===== src/rtl/fifo_cell_array.sv =====
// Token-ring FIFO storage: N_CELLS data cells with per-cell full bits, one-hot
// put/get tokens, registered read port and per-cell empty flags for the detector.
module fifo_cell_array #(
   parameter int N_CELLS    = 16,
   parameter int DATA_WIDTH = 8
) (
   input  logic                  clk,
   input  logic                  reset,
   input  logic                  req_put,
   input  logic [DATA_WIDTH-1:0] data_put,
   output logic                  full,
   input  logic                  req_get,
   output logic [DATA_WIDTH-1:0] data_get,
   output logic                  valid_get,
   output logic [N_CELLS-1:0]    e_o
);

   logic [N_CELLS-1:0]    r_full_bit;
   logic [N_CELLS-1:0]    r_put_tok;
   logic [N_CELLS-1:0]    r_get_tok;
   logic [DATA_WIDTH-1:0] r_data [N_CELLS];
   logic [DATA_WIDTH-1:0] r_data_get;
   logic                  r_valid_get;

   logic                  w_put_acc;
   logic                  w_get_acc;
   logic [N_CELLS-1:0]    w_set;
   logic [N_CELLS-1:0]    w_clr;
   logic [DATA_WIDTH-1:0] w_rd_data;

   // When both tokens sit on one cell, exactly one of put/get can be accepted,
   // so the set and clear masks never overlap.
   assign full      = |(r_put_tok & r_full_bit);
   assign w_put_acc = req_put & ~full;
   assign w_get_acc = req_get & (|(r_get_tok & r_full_bit));
   assign w_set     = w_put_acc ? r_put_tok : '0;
   assign w_clr     = w_get_acc ? r_get_tok : '0;

   always_comb begin
      w_rd_data = '0;
      for (int i = 0; i < N_CELLS; i++) begin
         if (r_get_tok[i]) begin
            w_rd_data = w_rd_data | r_data[i];
         end
      end
   end

   always_ff @(posedge clk or negedge reset) begin
      if (!reset) begin
         r_full_bit  <= '0;
         r_put_tok   <= N_CELLS'(1);
         r_get_tok   <= N_CELLS'(1);
         r_data_get  <= '0;
         r_valid_get <= 1'b0;
      end else begin
         r_full_bit  <= (r_full_bit | w_set) & ~w_clr;
         r_valid_get <= w_get_acc;
         if (w_put_acc) begin
            r_put_tok <= {r_put_tok[N_CELLS-2:0], r_put_tok[N_CELLS-1]};
         end
         if (w_get_acc) begin
            r_get_tok  <= {r_get_tok[N_CELLS-2:0], r_get_tok[N_CELLS-1]};
            r_data_get <= w_rd_data;
         end
      end
   end

   always_ff @(posedge clk or negedge reset) begin
      if (!reset) begin
         for (int i = 0; i < N_CELLS; i++) begin
            r_data[i] <= '0;
         end
      end else begin
         for (int i = 0; i < N_CELLS; i++) begin
            if (w_set[i]) begin
               r_data[i] <= data_put;
            end
         end
      end
   end

   assign data_get  = r_data_get;
   assign valid_get = r_valid_get;
   assign e_o       = ~r_full_bit;

endmodule


===== config.mk =====
export PLATFORM = sky130hd
export DESIGN_NAME = fifo_cell_array
export DESIGN_NICKNAME = d
export VERILOG_FILES = /design/src/rtl/fifo_cell_array.sv
export SDC_FILE = /design/constraint.sdc
export NUM_CORES = 1
export LEC_CHECK = 0
export CAP_MARGIN = 30
export CELL_PAD_IN_SITES_DETAIL_PLACEMENT = 1
export CELL_PAD_IN_SITES_GLOBAL_PLACEMENT = 2
export CORE_MARGIN = 2
export CORE_UTILIZATION = 35
export DETAILED_ROUTE_END_ITERATION = 6
export PLACE_DENSITY = 0.77
export SYNTH_ARGS = -nofsm -noshare
export SYNTH_HDL_FRONTEND = slang
export SYNTH_SLANG_ARGS = --single-unit

===== constraint.sdc =====
create_clock -name clk -period 3.75 [get_ports clk]
set_input_delay 0.75 -clock clk [delete_from_list [all_inputs] [get_ports clk]]
set_output_delay 0.75 -clock clk [all_outputs]
set_load 0.1 [all_outputs]

==> results of run 1 <==
logic make-up after synthesis:
logic type / Yosys count
flip-flops: 185
multiplexers: 152
AO/OA/AOI/OAI: 113
buffers and inverters: 57
AND/OR/NAND/NOR: 32
power by group through the flow:
stage               registers, W  logic [W]  clock network [W]
CTS                      0.00199  0.0000842            0.00188
finish                   0.00200  0.0000810            0.00184
detailed placement       0.00203  0.0000838                  0
floorplan                0.00203  0.0000147                  0
global route             0.00199  0.0000926            0.00196
global placement         0.00203  0.0000811                  0
state kept, by name, summed over array words and instances, names as in the netlist:
name and count:
r_full_bit 16, r_get_tok 16, valid_get 1, data_get 8
r_put_tok 16, r_data 128
worst max-delay path by stage:
stage,to,slack (ns)
after floorplan,full,1.38
after global placement,r_data[67],0.72
after detailed placement,r_data[70],0.68
after CTS,e_o[10],0.86
after global routing,e_o[10],0.84
final,e_o[15],0.86
layout make-up:
class | count | area (sq um)
Clock buffer | 20 | 456.7
Sequential cell | 185 | 4632
Tap cell | 280 | 350.3
Multi-Input combinational cell | 297 | 2913
Fill cell | 2247 | 12820
Inverter | 17 | 63.81
Clock inverter | 12 | 147.6
Timing Repair Buffer | 54 | 509.2
worst max-delay path, delay by kind of cell, from the launching register on:
family	cells	cell delay [ns]
DFF	1	0.42
buffers and inverters	2	1.29
per-layer routing:
layer	up-vias	global-route usage	share of wire
met2	186	0.3197	0.46
met5	-	0	0
met1	2724	0.2845	0.45
li1	2100	-	-
met4	0	0.08213	0.031
met3	47	0.04593	0.056
synth_stat cells:
library cell / instances / area [sq um]
and3_2: 5 / 37.54
a221oi_1: 34 / 297.8
dfrtp_1: 183 / 4579
a2bb2oi_1: 9 / 78.83
a21o_1: 9 / 67.56
nand3_1: 2 / 10.01
buf_6: 1 / 11.26
buf_1: 3 / 11.26
a21bo_2: 7 / 70.07
dfstp_2: 2 / 52.55
o21a_1: 1 / 7.510
nand2_1: 5 / 18.77
buf_2: 4 / 20.02
buf_8: 1 / 15.01
nand3_2: 7 / 70.07
buf_4: 7 / 52.55
and3_4: 1 / 11.26
inv_1: 17 / 63.81
and3_1: 3 / 18.77
nor4_4: 1 / 21.27
nand4_1: 8 / 50.05
clkbuf_1: 24 / 90.09
a22oi_1: 19 / 142.6
a22o_1: 34 / 297.8
mux2_2: 152 / 1712
per-stage QoR:
stage	total power (W)	util
floorplan	0.002048	-
global placement	0.002114	0.3868
detailed placement	0.002116	0.3868
CTS	0.003958	0.4144
global route	0.004046	0.4144
finish	0.003919	0.4144
==> qor.yml, run 1 <==
layout:
  areaGrowthSynthToFinish_pct: 16.20
  fin_nets: 584
  final_cell_mix: "dfrtp_1, mux2_2, clkdlybuf4s50_1"
  diodes: 0
  final_area_sq_um: 9072
  layout_commonest_cell: "dfrtp_1"
  final_cells: 865
  drive_gt1_frac: 0.3863
pwr:
  peakVddDrop_v: 0.0002001
  switchingPower_w: 0.0008279
  sw_frac_of_total: 0.2112
  p_clk_frac: 0.470
  power.leakage_nw: 4.483
  power_frac_comb: 0.021
  power_density_nw_per_um2: 432.0
  power_report.internal_total_w: 0.003091
  pwr-share-seq: 0.509
critical_path:
  cp-start-kind: "flip-flop"
  startpoint: "r_full_bit[15]"
  worstSetupEndpointType: "output port"
  crit_required_ns: 3.00
  cp_slowest_cell: "clkdlybuf4s50_1"
  crit_chain: "inv_1, clkdlybuf4s50_1"
  worst-endpoint-arrival_ns: 2.14
  path_max_fanout: 3
  max_stage_delay_ns: 1.15
  r2r_slack_ns: 0.96
  r2r_start: "r_full_bit[2]"
  worstReg2RegEnd: "r_data[64]"
  path_class: "reg2out"
  reg2reg_depth: 6
timing:
  rsz0062_at_grt: "false"
  fmax_mhz: 345.9
  min_period_over_period: 0.7709
  fin_worst_skew_ns: 0.01027
  hold_viol_final: 0
  maxSlewHeadroom: 0.3500
  fin_setup_tns_ns: 0
  hold_slack_ns: 0.3650
  maxSlewViolCount: 0
  period_needed_ns: 2.891
  setup_viol: 0
  worst_slack_ns: 0.8591
  worst_slew_pin_slew_ns: 0.9720
detailed_routing:
  wl_per_cell_um: 27.05
  ant_nets: 0
  viasPerCell: 5.846
  drcViolationCount: 0
  vias: 5057
  detail_route.first_pass.iterations: 5
  drt-total-wl_um: 23400
  drtIter0Drc: 372
global_routing:
  grt_pass1_wl_um: 36010
  antenna_found_initial: 0
  grt_pass1_vias: 5602
  grt_max_degree: 91
  track_usage: 0.2069
  grt_overflow: 0
die:
  dieHeight_um: 153.4
  fp.dieArea_sq_um: 23520
  ioPinCount: 38
  initial_core_util: 0.3567
  num_rows: 54
  die_x_um: 153.4
  core_area_sq_um: 21890
clock_tree:
  clkTransAtPathRegs_ns: 0.07
  cts.sinks: 185
  cts_tree: "done"
  post-cts-setup-buffer-count: 0
  cts_hold_buf: 0
  cts-root-buf: "clkbuf_16"
  clk_latency_ns: 0.43
  htree_levels: 4
  numCtsBuffers: 17
  cts_resized: 0
  cts.path.max_buffers: 2
place:
  placed_cell_area_sq_um: 8468
  hpwl_um: 14050
  place.gp.congestion: 0.8719
  place_inst: 833
  dp_slack_ns: 0.6811
  portBuffers: 37
status:
  status: "completed"
synth:
  syn-instance-count: 539
  ys_seq_elements: 185
  synthMuxAreaShare: 0.2192
  yosysSeqAreaShare: 0.5933
  synth_top_family_by_area: "multiplexers"
  syn-num-nets: 551
  synth-compound-area-share: 0.1232
  synth_xor_area_frac: 0
  syn_avg_cell_area_sq_um: 14.49
  ys.warnings.count: 0
  netlist_area_sq_um: 7807
  ys_types: 25
  yosys.area_share.adder: 0
  synth_simple_gate_area_frac: 0.03045
worst_hold_path:
  hp-class: "in2async"
job:
  max_cap_violations: 0
No activity file was read; power rests on OpenSTA's default activity.
==> inputs of run 2 (changes only) <==
==> constraint.sdc (replaced) <==
create_clock -name clk -period 2.9 [get_ports clk]
set_input_delay 0.58 -clock clk [delete_from_list [all_inputs] [get_ports clk]]
set_output_delay 0.58 -clock clk [all_outputs]
set_load 0.1 [all_outputs]
==> run 2 against run 1 <==
Flip-flop and latch count unchanged. First-iteration DRC count down 25%. Sequential share of layout area up 0.063 points. Largest cell class unchanged.
==> qor.yml, run 2 (synthesized netlist as in run 1, its figures left out) <==
pwr:
  power_density_nw_per_um2: 541.5
  peakVddDrop_v: 0.0003735
  p_clk_frac: 0.452
  power_report.internal_total_w: 0.003832
  pwr-share-seq: 0.526
  power_frac_comb: 0.022
  power.leakage_nw: 4.545
  power_w: 0.004906
  sw_frac_of_total: 0.2190
  switchingPower_w: 0.001075
global_routing:
  grt_pass1_wl_um: 35620
  grt_overflow: 0
  grt_busiest_layer: "met2"
  grt_max_degree: 66
  grt.met1_usage: 0.2786
  track_usage: 0.2057
  grt_pass1_vias: 5490
  antenna_found_initial: 0
  grtUsageMet3: 0.04281
  grtUsageMet2: 0.3295
layout:
  layout_commonest_cell: "dfrtp_1"
  largest_reg_flops: 128
  n_fill_cell: 2226
  final_cell_mix: "dfrtp_1, mux2_2, buf_4"
  drive_gt1_frac: 0.4343
  regArea_sq_um: 4632
  areaGrowthSynthToFinish_pct: 16.06
  final_util: 0.4139
  fin_nets: 594
  final_cells: 874
  regMostFlops: "r_data"
  multi_input_area_sq_um: 2913
  diodes: 0
die:
  core_area_sq_um: 21890
  die_x_um: 153.4
  fp.dieArea_sq_um: 23520
  num_rows: 54
  ioPinCount: 38
  dieHeight_um: 153.4
  initial_core_util: 0.3567
timing:
  maxSlewViolCount: 0
  rsz0062_at_grt: "false"
  hold_viol_final: 0
  fin_setup_tns_ns: 0
  worst_slack_ns: 0.3259
  fin_worst_skew_ns: 0.01166
  worst_slew_pin_slew_ns: 0.6549
  min_period_over_period: 0.8876
  maxSlewHeadroom: 0.5634
  period_needed_ns: 2.574
  setup_viol: 0
  fmax_mhz: 388.5
detailed_routing:
  detail_route.first_pass.iterations: 4
  drcViolationCount: 0
  drt-total-wl_um: 23570
  ant_nets: 0
  viasPerCell: 5.772
  vias: 5045
  drtIter0Drc: 278
  wl_per_cell_um: 26.96
clock_tree:
  cts_hold_buf: 0
  cts.sinks: 185
  cts-root-buf: "clkbuf_16"
  cts_tree: "done"
  post-cts-setup-buffer-count: 0
  cts.path.max_buffers: 2
  clk_latency_ns: 0.44
  clkTransAtPathRegs_ns: 0.07
  htree_levels: 4
  numCtsBuffers: 17
  cts_resized: 0
place:
  place.gp.congestion: 0.7750
  place_inst: 843
  hpwl_um: 14130
  dp_slack_ns: 0.5766
  portBuffers: 37
critical_path:
  worstSetupEndpointType: "output port"
  worst-endpoint-arrival_ns: 1.99
  path_class: "reg2out"
  r2r_slack_ns: 0.53
  path_max_fanout: 11
  crit_required_ns: 2.32
  cp-start-kind: "flip-flop"
job:
  max_cap_violations: 0
worst_hold_path:
  hp-class: "in2async"
status:
  status: "completed"
## run 2: cell types whose count changed in the layout (fill, tap and decap cells not counted), moves of 2 or more
| cell | delta |
|---|---|
| clkinv_2 | -3 |
| clkinv_4 | +2 |
| buf_12 | +2 |
| bufinv_16 | -2 |
| clkbuf_1 | +2 |
| clkdlybuf4s50_1 | -25 |
| buf_4 | +33 |
## run 2: routing by layer
| metal | part of all wire | vias up |
|---|---|---|
| met5 | 0 | - |
| met4 | 0.024 | 0 |
| met3 | 0.050 | 33 |
| met2 | 0.48 | 143 |
| met1 | 0.45 | 2752 |
| li1 | - | 2117 |
## run 2: cell type report
cell class,count,area share
clock buffer,22,0.05123
clock inverter,9,0.01008
inverter,17,0.007042
multi-input combinational,297,0.3215
sequential,185,0.5112
tap,280,0.03866
timing repair buffer,64,0.06034
## run 2: worst paths after layout
| kind | cells after the start | from | to |
|---|---|---|---|
| min in group clk | 1 | r_put_tok[5] | r_put_tok[5] |
| max reg2reg | 6 | r_put_tok[9] | r_data[20] |
| min | 1 | reset | r_get_tok[10] |
| max | 6 | r_put_tok[9] | full |
| min reg2reg | 1 | r_put_tok[5] | r_put_tok[5] |
| max in group asynchronous | 2 | reset | r_full_bit[13] |
## run 2: power groups by stage
stage | clock (W) | combinational (W) | sequential [W]
floorplan | 0 | 0.0000190 | 0.00263
global placement | 0 | 0.000105 | 0.00263
detailed placement | 0 | 0.000110 | 0.00263
CTS | 0.00227 | 0.000110 | 0.00258
global route | 0.00238 | 0.000121 | 0.00258
finish | 0.00222 | 0.000107 | 0.00258
## run 2: stage by stage
stage	hold slack, ns	instance area (sq um)
after global routing	0.1643	9061
final	0.1369	9061
after floorplan	0.2844	7807
after detailed placement	0.4870	8506
after CTS	0.1497	9061
after global placement	0.4802	8486
## run 2: worst max-delay path, stage by stage, from the launching register on
cell,delay [ns]
dfrtp_1,0.42
a22oi_1,0.23
nand2_1,0.13
nor4_4,0.30
buf_4,0.23
inv_1,0.09
buf_12,0.17
==> inputs of run 3 (changes only) <==
--- a/config.mk
+++ b/config.mk
@@ -8,7 +8,7 @@
 export CAP_MARGIN = 30
 export CELL_PAD_IN_SITES_DETAIL_PLACEMENT = 1
 export CELL_PAD_IN_SITES_GLOBAL_PLACEMENT = 2
-export CORE_MARGIN = 2
+export CORE_MARGIN = 4
 export CORE_UTILIZATION = 35
 export DETAILED_ROUTE_END_ITERATION = 6
 export PLACE_DENSITY = 0.77
==> run 3 against run 2 <==
Non-clock buffer count fell by 4. Sequential power is essentially flat. Clock-buffer cell count up 2. Critical path depth unchanged. Flip-flop and latch count unchanged. Clock skew about the same. Global-route usage down 1.0 points. Clock power is 5% higher. Sequential share of layout area is essentially flat. Combinational power up 4%. Die area increased by 5.3%. Routed wire length rose by 0.23%. Critical endpoint unchanged. Largest power group unchanged.
==> qor.yml, run 3 (synthesized netlist as in run 1, its figures left out) <==
detailed_routing:
  drcViolationCount: 0
  vias: 5063
  drt-total-wl_um: 23620
  drtIter0Drc: 386
  wl_per_cell_um: 27.12
  detail_route.first_pass.iterations: 5
  viasPerCell: 5.813
  ant_nets: 0
global_routing:
  track_usage: 0.1955
  grt_pass1_wl_um: 35160
  grt_overflow: 0
  antenna_found_initial: 0
  grt_max_degree: 68
  grt_pass1_vias: 5376
clock_tree:
  cts.sinks: 185
  cts_resized: 0
  htree_levels: 4
  post-cts-setup-buffer-count: 0
  cts_tree: "done"
  cts.path.max_buffers: 2
  cts-root-buf: "clkbuf_16"
  clk_latency_ns: 0.43
  cts_hold_buf: 0
  clkTransAtPathRegs_ns: 0.07
  numCtsBuffers: 17
layout:
  layout_commonest_cell: "dfrtp_1"
  final_cells: 871
  areaGrowthSynthToFinish_pct: 16.15
  drive_gt1_frac: 0.4298
  n_fill_cell: 2224
  final_cell_mix: "dfrtp_1, mux2_2, buf_4"
  largest_reg_flops: 128
  regMostFlops: "r_data"
  fin_nets: 590
  diodes: 0
pwr:
  power_density_nw_per_um2: 552.2
  power_report.internal_total_w: 0.003939
  p_clk_frac: 0.463
  power.leakage_nw: 4.539
  pwr-share-seq: 0.515
  peakVddDrop_v: 0.0003247
  sw_frac_of_total: 0.2134
  power_w: 0.005008
  power_frac_comb: 0.022
  switchingPower_w: 0.001069
die:
  core_area_sq_um: 21890
  dieHeight_um: 157.4
  fp.dieArea_sq_um: 24760
  die_x_um: 157.4
  ioPinCount: 38
  num_rows: 54
  initial_core_util: 0.3567
place:
  place_inst: 839
  place.gp.congestion: 0.8723
  hpwl_um: 14560
  portBuffers: 37
timing:
  worst_slew_pin_slew_ns: 0.7229
  rsz0062_at_grt: "false"
  maxSlewHeadroom: 0.5180
  maxSlewViolCount: 0
  period_needed_ns: 2.584
  fmax_mhz: 387.0
  setup_viol: 0
  fin_setup_tns_ns: 0
  hold_viol_final: 0
  min_period_over_period: 0.8911
  fin_worst_skew_ns: 0.01208
worst_hold_path:
  hp-class: "in2async"
critical_path:
  path_max_fanout: 18
  cp-start-kind: "flip-flop"
  crit_required_ns: 2.32
  path_class: "reg2out"
  worst-endpoint-arrival_ns: 2.00
  worstSetupEndpointType: "output port"
status:
  status: "completed"
job:
  max_cap_violations: 0
## run 3: metrics by stage
step                      cell area, sq um  hold slack (ns)    util  worst slack [ns]
after floorplan                       7807           0.2844       -            0.6961
after global placement                8488           0.4780  0.3877            0.5764
after detailed placement              8488           0.4926  0.3877            0.5862
after CTS                             9069           0.1825  0.4143            0.3038
after global routing                  9069           0.1984  0.4143            0.2111
final                                 9069           0.1610  0.4143            0.3158
## run 3: critical path: stages (launching register included)
cell,delay (ns)
dfrtp_1,0.41
a22oi_1,0.23
nand2_1,0.12
nor4_4,0.26
buf_4,0.27
inv_1,0.11
buf_12,0.17
## run 3: worst paths after layout
path	startpoint	to	slack, ns	depth (start not counted)
min	reset	r_data[49]	0.16	1
min in group clk	r_data[19]	r_data[19]	0.51	1
min reg2reg	r_data[19]	r_data[19]	0.51	1
max in group asynchronous	reset	r_get_tok[0]	1.91	2
max	r_put_tok[9]	full	0.32	6
max reg2reg	r_put_tok[9]	r_data[7]	0.54	6
## run 3: metal layers
metal,global-route usage,routed length [um],vias up
li1,-,-,2116
met1,0.2660,10550,2745
met2,0.3120,11240,161
met3,0.03519,1112,41
met4,0.07620,726,0
met5,0,0,-
## run 3: power by group through the flow
stage               registers (W)  clock network (W)  logic (W)
detailed placement        0.00263                  0   0.000115
global route              0.00258            0.00246   0.000126
floorplan                 0.00263                  0  0.0000190
CTS                       0.00258            0.00235   0.000115
finish                    0.00258            0.00232   0.000111
global placement          0.00263                  0   0.000111
## run 3: layout make-up
cell class | instances | area [sq um] | area share
Sequential cell | 185 | 4632 | 0.5108
Tap cell | 280 | 350.3 | 0.03863
Clock inverter | 8 | 98.84 | 0.01090
Clock buffer | 24 | 481.7 | 0.05312
Timing Repair Buffer | 60 | 529.3 | 0.05836
Multi-Input combinational cell | 297 | 2913 | 0.3212
Inverter | 17 | 63.81 | 0.007036
